File: config.mk
export PLATFORM = sky130hd
export DESIGN_NAME = vga_timing_gen
export DESIGN_NICKNAME = d
export VERILOG_FILES = /design/src/rtl/vga_timing_gen.sv
export SDC_FILE = /design/constraint.sdc
export NUM_CORES = 1
export LEC_CHECK = 0
export ABC_AREA = 0
export CORE_MARGIN = 5
export CORE_UTILIZATION = 47
export DETAILED_ROUTE_END_ITERATION = 10
export GPL_TIMING_DRIVEN = 0
export PLACE_DENSITY_LB_ADDON = 0.1
export SLEW_MARGIN = 20
export SYNTH_ARGS = -nofsm -noshare
export SYNTH_HDL_FRONTEND = slang
export SYNTH_SLANG_ARGS = --single-unit
File: constraint.sdc
create_clock -name clk -period 2.2 [get_ports clk]
set_clock_uncertainty 0.05 [all_clocks]
set_input_delay 0.33 -clock clk [delete_from_list [all_inputs] [get_ports clk]]
set_output_delay 0.33 -clock clk [all_outputs]
set_load 0.05 [all_outputs]
File: src/rtl/vga_timing_gen.sv
// VGA raster timing generator: column/row counters with combinational sync,
// blanking, active-video and line/frame strobe decode.
module vga_timing_gen #(
    parameter int H_ACTIVE  = 640,
    parameter int H_FP      = 16,
    parameter int H_SYNC    = 96,
    parameter int H_BP      = 48,
    parameter int V_ACTIVE  = 480,
    parameter int V_FP      = 10,
    parameter int V_SYNC    = 2,
    parameter int V_BP      = 33,
    parameter bit HSYNC_POL = 1'b0,
    parameter bit VSYNC_POL = 1'b0,
    parameter int CNT_W     = 11
) (
    input  logic             clk,
    input  logic             rst,
    input  logic             pix_ce,
    output logic [CNT_W-1:0] column,
    output logic [CNT_W-1:0] row,
    output logic             hsync,
    output logic             vsync,
    output logic             rgb_en,
    output logic             vblank,
    output logic             line_start,
    output logic             frame_start
);

    localparam int H_TOTAL   = H_ACTIVE + H_FP + H_SYNC + H_BP;
    localparam int V_TOTAL   = V_ACTIVE + V_FP + V_SYNC + V_BP;
    localparam int MAX_TOTAL = (H_TOTAL > V_TOTAL) ? H_TOTAL : V_TOTAL;

    // Widths of 31 and above always cover any int-sized total.
    localparam bit CNT_OK = (CNT_W >= 31) || ((CNT_W >= 1) && ((1 << CNT_W) > MAX_TOTAL));
    localparam bit PARAMS_OK = (H_ACTIVE >= 1) && (H_FP >= 1) && (H_SYNC >= 1) && (H_BP >= 1) &&
                               (V_ACTIVE >= 1) && (V_FP >= 1) && (V_SYNC >= 1) && (V_BP >= 1);

    generate
        if (!CNT_OK) begin : g_bad_width
            $fatal(1, "vga_timing_gen: CNT_W too narrow for H_TOTAL/V_TOTAL");
        end
        if (!PARAMS_OK) begin : g_bad_timing
            $fatal(1, "vga_timing_gen: every timing parameter must be >= 1");
        end
    endgenerate

    localparam logic [CNT_W-1:0] H_LAST      = CNT_W'(H_TOTAL - 1);
    localparam logic [CNT_W-1:0] V_LAST      = CNT_W'(V_TOTAL - 1);
    localparam logic [CNT_W-1:0] H_ACT_END   = CNT_W'(H_ACTIVE);
    localparam logic [CNT_W-1:0] V_ACT_END   = CNT_W'(V_ACTIVE);
    localparam logic [CNT_W-1:0] H_SYNC_BEG  = CNT_W'(H_ACTIVE + H_FP);
    localparam logic [CNT_W-1:0] H_SYNC_LAST = CNT_W'(H_ACTIVE + H_FP + H_SYNC - 1);
    localparam logic [CNT_W-1:0] V_SYNC_BEG  = CNT_W'(V_ACTIVE + V_FP);
    localparam logic [CNT_W-1:0] V_SYNC_LAST = CNT_W'(V_ACTIVE + V_FP + V_SYNC - 1);

    logic h_in_sync;
    logic v_in_sync;
    logic at_line_origin;

    always_ff @(posedge clk) begin
        if (!rst) begin
            column <= '0;
            row    <= '0;
        end else if (pix_ce) begin
            if (column == H_LAST) begin
                column <= '0;
                row    <= (row == V_LAST) ? '0 : row + 1'b1;
            end else begin
                column <= column + 1'b1;
            end
        end
    end

    // All decode works on the registered counters so outputs stay aligned to column/row.
    assign h_in_sync      = (column >= H_SYNC_BEG) && (column <= H_SYNC_LAST);
    assign v_in_sync      = (row >= V_SYNC_BEG) && (row <= V_SYNC_LAST);
    assign at_line_origin = (column == '0);

    assign hsync       = h_in_sync ? HSYNC_POL : ~HSYNC_POL;
    assign vsync       = v_in_sync ? VSYNC_POL : ~VSYNC_POL;
    assign rgb_en      = (column < H_ACT_END) && (row < V_ACT_END);
    assign vblank      = (row >= V_ACT_END);
    assign line_start  = pix_ce && at_line_origin;
    assign frame_start = pix_ce && at_line_origin && (row == '0);

endmodule

# After elaboration in Yosys (flattened, before gate mapping)
# Index checks and enable logic that the tools add are counted.
# classes
mux,4
addsub,2
eq_ne,2
order_cmp,7
n_reduce_logical,8
# op_table
op,n
11-bit by 1-bit adder with 11-bit output (second input constant),2
11-bit by 10-bit equality test with 1-bit output (second input constant),2
11-bit by 9-bit greater-or-equal comparator with 1-bit output (second input constant),2
11-bit zero test,2
11-bit two-way mux,2
11-bit by 10-bit greater-or-equal comparator with 1-bit output (second input constant),1
11-bit by 10-bit <= comparator with 1-bit output (second input constant),1
11-bit by 9-bit <= comparator with 1-bit output (second input constant),1
11-bit by 10-bit < comparator with 1-bit output (second input constant),1
11-bit by 9-bit < comparator with 1-bit output (second input constant),1
1-bit logical AND,5
1-bit two-way mux,2
2-bit AND reduction,1
# word_totals
wordCells,25
inputBits,3
reg_bits,22

# Depth between registers and ports, before layout
# Gate-level depths: netlist (run 1).
# logic_depth
word_depth,3
depth_mapped,7
ltp_nobuf,6

# Worst setup path after synthesis (run 1)
# No wires, ideal clock.
# synth_path
path_type,register -> output
start,reg column[7]
end,out frame_start
n_path_buf,1
required_ns,1.820
t_arrival_ns,2.638
slack_ns,-0.818
path_stages_with_launch,5
path_cell_list,dfxtp_1 -> clkbuf_1 -> nor4b_1 -> nand3_1 -> nor4_1
# synth_between
elab_chain_len,3
# synth_lines
item,line,text
start: declaration,19,"output logic [CNT_W-1:0] column,"
start signal: assignment,69,column <= column + 1'b1;
11-bit zero test,77,assign at_line_origin = (column == '0);
1-bit logical AND (2 in a row),84,assign frame_start = pix_ce && at_line_origin && (row == '0);
end: declaration,26,output logic frame_start
# Every way passes these cells.

# Final worst setup path (run 1)
# layout_path
start,reg column[10]
end,out column[10]
# No word-level cell between the ends.

==> load_flow_metrics.sql, run 1 <==
INSERT INTO impl_metrics (metric_group, metric, value, unit) VALUES
('outcome', 'run_status', 'completed', ''),
('critical_path', 'critical_path.cell_chain', 'clkdlybuf4s50_1', ''),
('critical_path', 'crit_type', 'register to primary output', ''),
('power_and_ir_drop', 'vdd.ir_drop.worst', '0.000405', 'V'),
('sta', 'layout_worst_path_cycle_share', '0.964', ''),
('die', 'fp.dieArea', '3890', 'sq um'),
('clock_tree', 'number_of_buffers_added_by_the_clock_tree_synthesis_step', '3', ''),
('critical_path', 'crit_family', 'buffers and inverters', ''),
('synth', 'yosysSeqAreaShare', '0.342', ''),
('power_and_ir_drop', 'p_leak', '0.612', 'nW'),
('sta', 'setup_viol_count_final', '0', ''),
('sta', 'rsz0062_at_grt', 'true', ''),
('global_routing', 'number_of_antenna_violations_at_the_first_check_in_global_routing', '0', ''),
('global_routing', 'grt_pass1_vias', '1253', ''),
('critical_path', 'cp.depth', '1', ''),
('final_layout', 'final_nets', '203', ''),
('synth', 'synth_edf_count', '0', ''),
('worst_hold_path', 'holdPathStages', '3', ''),
('sta', 'hold-worst-slack', '0.259', 'ns'),
('sta', 'layout_min_cycle_time', '2.12', 'ns'),
('synth', 'syn_nets', '171', ''),
('power_and_ir_drop', 'cellPowerDensity', '445', 'nW/um^2'),
('critical_path', 'crit_path_max_fanout', '6', ''),
('critical_path', 'critical_path.slowest_cell', 'sky130_fd_sc_hd__clkdlybuf4s50_1', ''),
('placed_design', 'placed_inst_area', '1650', 'sq um'),
('drt', 'initial_drc_count', '66', ''),
('synth', 'postSynth.topFlopCell', 'sky130_fd_sc_hd__dfxtp_1', ''),
('die', 'placeable_core_region', '2690', 'sq um'),
('synth', 'post-synth-top-area-cell', 'sky130_fd_sc_hd__dfxtp_1', ''),
('drt', 'wirelength', '3190', 'um'),
('clock_tree', 'cts.sink_count', '22', ''),
('die', 'die-width', '62.4', 'um'),
('global_routing', 'grt_remaining_overflow', '0', ''),
('global_routing', 'grt_usage', '0.166', ''),
('clock_tree', 'post_cts_hold_buffer_count', '0', ''),
('drt', 'drt-pass1-iter-count', '4', ''),
('synth', 'synth_warnings', '0', ''),
('final_layout', 'total_inserted_antenna_cells', '0', ''),
('sta', 'relSlewSlack', '0.663', ''),
('die', 'die_height', '62.4', 'um'),
('synth', 'yosys.cell_types.count', '39', ''),
('clock_tree', 'clk_pin_slew_worst_paths', '0.14', 'ns'),
('critical_path', 'buffer_and_inverter_count_on_the_worst_path', '1', ''),
('clock_tree', 'clock_insertion_delay_at_the_later_pin_of_the_skew_report', '0.32', 'ns'),
('sta', 'highest_attainable_clock_frequency', '471', 'MHz'),
('final_layout', 'post_route_cells_drive_above_1_share', '0.165', ''),
('synth', 'synth.top_cells.by_area', 'sky130_fd_sc_hd__dfxtp_1 34%, sky130_fd_sc_hd__nand3_1 5.0%, sky130_fd_sc_hd__nand2_1 5.0%, sky130_fd_sc_hd__nor2_1 5.0%, sky130_fd_sc_hd__ha_1 4.9%', ''),
('global_routing', 'grt_start_max_net_pins', '13', ''),
('final_layout', 'final-instance-count-excl-fill', '225', ''),
('critical_path', 'largest_stage_delay_worst_path', '0.88', 'ns'),
('clock_tree', 'htree_levels', '1', ''),
('job', 'max_cap_violations', '0', ''),
('synth', 'synthesis.instances', '163', ''),
('synth', 'ys_seq_elements', '22', ''),
('drt', 'antenna_violating_nets_post_route', '0', ''),
('drt', 'vias_per_cell', '5.85', ''),
('placed_design', 'placement.io_buffers', '29', ''),
('synth', 'syn-mean-instance-area', '7.91', 'sq um'),
('synth', 'synthMostInstantiatedCell', 'sky130_fd_sc_hd__dfxtp_1', ''),
('final_layout', 'finish.instance_area', '1700', 'sq um'),
('critical_path', 'worst_setup_path_start_kind', 'register', ''),
('clock_tree', 'clock-root-buffer', 'sky130_fd_sc_hd__clkbuf_4', ''),
('critical_path', 'critPathRequiredTime', '1.82', 'ns'),
('sta', 'timing_hold_violations_final', '0', ''),
('synth', 'most_used_standard_cells_in_the_synthesized_netlist', '22 x sky130_fd_sc_hd__dfxtp_1, 17 x sky130_fd_sc_hd__nand2_1, 17 x sky130_fd_sc_hd__nor2_1', ''),
('power_and_ir_drop', 'finalPower', '0.000756', 'W'),
('placed_design', 'place_congestion', '0.827', ''),
('drt', 'via_count', '1316', ''),
('placed_design', 'post-dp-hpwl', '2380', 'um'),
('critical_path', 'category_of_the_worst_setup_path_capture_point', 'primary output', ''),
('clock_tree', 'cts.path.max_buffers', '2', '');
-- cell usage in the layout, fill, tap and decap left out, types with 5 or more instances in the layout --
cell and n:
sky130_fd_sc_hd__nand4_1 8, sky130_fd_sc_hd__a21oi_1 10, sky130_fd_sc_hd__inv_1 6, sky130_fd_sc_hd__xnor2_1 5
sky130_fd_sc_hd__or3_1 5, sky130_fd_sc_hd__buf_2 6, sky130_fd_sc_hd__dfxtp_1 17, sky130_fd_sc_hd__nand3_1 12
sky130_fd_sc_hd__xor2_1 5, sky130_fd_sc_hd__ha_1 5, sky130_fd_sc_hd__nor2_1 17, sky130_fd_sc_hd__nand2_1 17
sky130_fd_sc_hd__dfxtp_2 5, sky130_fd_sc_hd__clkdlybuf4s50_1 23
-- what timing repair did --
| item | CTS | global route |
|---|---|---|
| resized for setup | 23 | 18 |
| setup endpoints to repair | 6 | 6 |
| pin swaps | 0 | 1 |
| buffers inserted | 0 | 0 |
-- power breakdown --
group	leakage [nW]	internal (W)	switching, W
Sequential	0.180	0.000405	0.00000680
Combinational	0.411	0.0000406	0.0000702
Clock	0.0210	0.000101	0.000132
Total	0.612	0.000547	0.000210
-- layer usage --
layer | wire length (um) | global-route usage | share of wire
met1 | 1400 | 0.196 | 0.44
met3 | 149 | 0.0342 | 0.047
met2 | 1570 | 0.285 | 0.49
met4 | 75 | 0.0796 | 0.023
met5 | 0 | 0 | 0
-- worst paths after layout --
check | from | endpoint | slack [ns]
setup / recovery | column[10]$_SDFFE_PN0P_ | column[10] | 0.08
hold / removal | pix_ce | column[0]$_SDFFE_PN0P_ | 0.26
setup reg to reg | column[0]$_SDFFE_PN0P_ | column[7]$_SDFFE_PN0P_ | 0.25
hold reg to reg | row[1]$_SDFFE_PN0P_ | row[1]$_SDFFE_PN0P_ | 0.48
-- final cells by class --
type,count,area (sq um)
repair buffers,29,269
plain buffers,9,53.8
inverters,7,26.3
flip-flops and latches,22,447
multi-input cells,123,828
fillers,243,987
well taps,31,38.8
clock buffers,4,36.3
-- logic make-up (layout without fill, tap and decap cells) --
family,Yosys count,in the layout,synth area share
AND/OR/NAND/NOR,85,85,0.357
multiplexers,1,1,0.00777
XOR/XNOR,10,10,0.0680
flip-flops,22,22,0.342
AO/OA/AOI/OAI,22,22,0.108
adder cells (fa/ha/maj),5,5,0.0485
buffers and inverters,18,49,0.0689
-- registers in the layout (all words and copies together), names as in the netlist --
signal and count:
column 11, row 11
-- metrics by stage --
stage                     TNS [ns]  setup slack [ns]  utilization
after floorplan                  0            0.0285            -
after global placement      -0.536            -0.291        0.613
after detailed placement    -0.620            -0.344        0.613
after CTS                   -0.106            -0.106        0.625
after global routing      -0.00849          -0.00849        0.633
final                            0            0.0789        0.633
Note: power is estimated with default switching activity, not from simulation.
==> inputs of run 2 (changes only) <==
Settings changed: CAP_MARGIN set to 0, PLACE_DENSITY set to 0.76, PLACE_DENSITY_LB_ADDON 0.1 to unset.
==> load_flow_metrics.sql, run 2 (synthesis results as in run 1) <==
INSERT INTO impl_metrics (metric_group, metric, value, unit) VALUES
('global_routing', 'grt_start_max_net_pins', '14', ''),
('drt', 'route.detailed.wl_per_inst', '14.8', 'um'),
('worst_hold_path', 'min_to', 'column[0]$_SDFFE_PN0P_', ''),
('power_and_ir_drop', 'cellPowerDensity', '489', 'nW/um^2'),
('drt', 'vias_per_cell', '5.82', ''),
('placed_design', 'placement.io_buffers', '29', ''),
('drt', 'detail_route.drc_violations', '0', ''),
('die', 'fp.dieArea', '3890', 'sq um'),
('drt', 'drt-pass1-iter-count', '4', ''),
('clock_tree', 'cts_tree', 'yes', ''),
('sta', 'drv_slew', '0', ''),
('die', 'placeable_core_region', '2690', 'sq um'),
('clock_tree', 'number_of_buffers_added_by_the_clock_tree_synthesis_step', '3', ''),
('die', 'std_cell_rows', '19', ''),
('global_routing', 'grt_pass1_vias', '1243', ''),
('sta', 'highest_attainable_clock_frequency', '466', 'MHz'),
('critical_path', 'largest_stage_delay_worst_path', '0.89', 'ns'),
('sta', 'layout_min_cycle_time', '2.14', 'ns'),
('final_layout', 'total_inserted_antenna_cells', '0', ''),
('critical_path', 'critical_path.slowest_cell', 'sky130_fd_sc_hd__clkdlybuf4s50_1', ''),
('critical_path', 'worst_setup_path_start_kind', 'register', ''),
('final_layout', 'seq_cell_area', '448', 'sq um'),
('critical_path', 'crit_path_max_fanout', '6', ''),
('final_layout', 'most_common_cell_after_layout_fill_and_taps_aside', 'sky130_fd_sc_hd__clkdlybuf4s50_1', ''),
('clock_tree', 'post_cts_hold_buffer_count', '0', ''),
('critical_path', 'critPathRequiredTime', '1.82', 'ns'),
('drt', 'initial_drc_count', '57', ''),
('die', 'top_level_ports', '31', ''),
('global_routing', 'grt_usage', '0.168', ''),
('drt', 'via_count', '1310', ''),
('outcome', 'run_status', 'completed', ''),
('final_layout', 'multi_input_comb_area', '826', 'sq um'),
('sta', 'worst_slew_pin_slew', '0.519', 'ns'),
('critical_path', 'buffer_and_inverter_count_on_the_worst_path', '1', ''),
('clock_tree', 'clock_insertion_delay_at_the_later_pin_of_the_skew_report', '0.32', 'ns'),
('die', 'die-width', '62.4', 'um'),
('clock_tree', 'cts.path.max_buffers', '2', ''),
('worst_hold_path', 'hp-class', 'primary input to register', ''),
('sta', 'rsz0062_at_grt', 'true', ''),
('worst_hold_path', 'holdPathStages', '3', ''),
('final_layout', 'final-instance-count-excl-fill', '225', ''),
('final_layout', 'final_nets', '203', ''),
('critical_path', 'crit_type', 'register to primary output', ''),
('sta', 'layout_worst_path_cycle_share', '0.975', ''),
('critical_path', 'critical_path.reg2reg.endpoint', 'row[10]$_SDFFE_PN0P_', ''),
('placed_design', 'place_congestion', '0.800', ''),
('clock_tree', 'clock-root-buffer', 'sky130_fd_sc_hd__clkbuf_4', ''),
('placed_design', 'post-dp-hpwl', '2420', 'um'),
('global_routing', 'grt_first_pass_wirelength', '5540', 'um'),
('global_routing', 'number_of_antenna_violations_at_the_first_check_in_global_routing', '0', ''),
('sta', 'relSlewSlack', '0.653', ''),
('sta', 'timing_hold_violations_final', '0', ''),
('drt', 'antenna_violating_nets_post_route', '0', ''),
('clock_tree', 'clk_pin_slew_worst_paths', '0.14', 'ns'),
('power_and_ir_drop', 'p_leak', '0.620', 'nW'),
('job', 'max_cap_violations', '0', ''),
('clock_tree', 'cts.sink_count', '22', ''),
('final_layout', 'fillers', '244', ''),
('critical_path', 'worst-endpoint-arrival', '1.76', 'ns'),
('clock_tree', 'htree_levels', '1', ''),
('final_layout', 'most_frequent_cells_in_the_layout', '23 x sky130_fd_sc_hd__clkdlybuf4s50_1, 17 x sky130_fd_sc_hd__nand2_1, 17 x sky130_fd_sc_hd__nor2_1, 16 x sky130_fd_sc_hd__dfxtp_1, 12 x sky130_fd_sc_hd__nand3_1', ''),
('placed_design', 'cell_count_after_placement', '223', ''),
('global_routing', 'grt_remaining_overflow', '0', ''),
('power_and_ir_drop', 'vdd.ir_drop.worst', '0.000348', 'V'),
('die', 'die_height', '62.4', 'um'),
('critical_path', 'timing.reg2reg.worst_path_depth', '7', ''),
('sta', 'finalSetupTns', '0', 'ns'),
('critical_path', 'critical_path.cell_chain', 'clkdlybuf4s50_1', ''),
('critical_path', 'flop_to_flop_setup_slack', '0.22', 'ns'),
('drt', 'wirelength', '3340', 'um'),
('final_layout', 'top_registers', 'column (11), row (11)', ''),
('worst_hold_path', 'hold_path_startpoint', 'pix_ce', ''),
('final_layout', 'syn2layout_area_growth', '33.5', '%'),
('sta', 'setup_viol_count_final', '0', ''),
('final_layout', 'post_route_cells_drive_above_1_share', '0.165', ''),
('critical_path', 'crit_family', 'buffers and inverters', ''),
('die', 'initial_utilization', '0.480', ''),
('clock_tree', 'post_cts.repair.setup_buffers', '0', ''),
('critical_path', 'category_of_the_worst_setup_path_capture_point', 'primary output', ''),
('critical_path', 'regToRegStartpoint', 'column[0]$_SDFFE_PN0P_', '');
[run 2: cell count changes in the layout (fill, tap and decap cells not counted)]
cell,delta
sky130_fd_sc_hd__clkdlybuf4s15_2,+1
sky130_fd_sc_hd__dfxtp_1,-1
sky130_fd_sc_hd__dfxtp_2,+1
sky130_fd_sc_hd__clkbuf_8,-1
sky130_fd_sc_hd__nor2b_2,-1
sky130_fd_sc_hd__bufinv_16,+1
sky130_fd_sc_hd__nor2b_1,+1
sky130_fd_sc_hd__buf_2,-1
[run 2: routing by layer]
layer  global-route usage  up-vias  part of all wire
met3               0.0306        2             0.057
met1                0.204      604              0.44
met5                    0        -                 0
met4               0.0610        0            0.0054
li1                     -      650                 -
met2                0.291       54              0.50
[run 2: repair_timing]
action | 4_1_cts | 5_1_grt
setup endpoints to repair | 6 | 6
gates resized for setup | 26 | 13
pin swaps | 1 | 1
[run 2: cell type report]
cell class	instances	share of cell area
multi-input cells	123	0.480
flip-flops and latches	22	0.260
repair buffers	29	0.160
plain buffers	9	0.0313
well taps	31	0.0225
clock inverters	1	0.0175
inverters	7	0.0153
clock buffers	3	0.0131
[run 2: how the worst max path moves through the flow]
stage                                       start     endpoint  cells past startpoint
after detailed placement   column[0]$_SDFFE_PN0P_  frame_start                      6
after CTS                     row[2]$_SDFFE_PN0P_        vsync                      4
after floorplan            column[7]$_SDFFE_PN0P_  frame_start                      4
after global routing       column[0]$_SDFFE_PN0P_  frame_start                      6
final                     column[10]$_SDFFE_PN0P_   column[10]                      1
after global placement     column[0]$_SDFFE_PN0P_  frame_start                      6
[run 2: worst reg2reg max path, cell delays in order, from the launching register on]
cell,delay [ns]
sky130_fd_sc_hd__dfxtp_2,0.41
sky130_fd_sc_hd__ha_1,0.20
sky130_fd_sc_hd__and4_1,0.20
sky130_fd_sc_hd__buf_4,0.14
sky130_fd_sc_hd__nand4_1,0.18
sky130_fd_sc_hd__buf_2,0.26
sky130_fd_sc_hd__o31ai_1,0.32
sky130_fd_sc_hd__a21oi_1,0.12
[run 2: stage by stage]
stage | hold slack, ns | util | worst slack [ns] | total power, W | cell area [sq um]
2_1_floorplan | 0.476 | - | 0.0285 | 0.000494 | 1320
3_3_place_gp | 0.464 | 0.613 | -0.300 | 0.000524 | 1650
3_5_place_dp | 0.478 | 0.613 | -0.328 | 0.000526 | 1650
4_1_cts | 0.251 | 0.637 | 0.00912 | 0.000839 | 1710
5_1_grt | 0.259 | 0.640 | -0.0767 | 0.000872 | 1720
6_report | 0.255 | 0.640 | 0.0554 | 0.000841 | 1720
[run 2: report_power, final]
group          total [W]  switching, W  internal, W
Clock           0.000317      0.000133     0.000184
Sequential      0.000412    0.00000732     0.000405
Combinational   0.000111     0.0000713    0.0000402
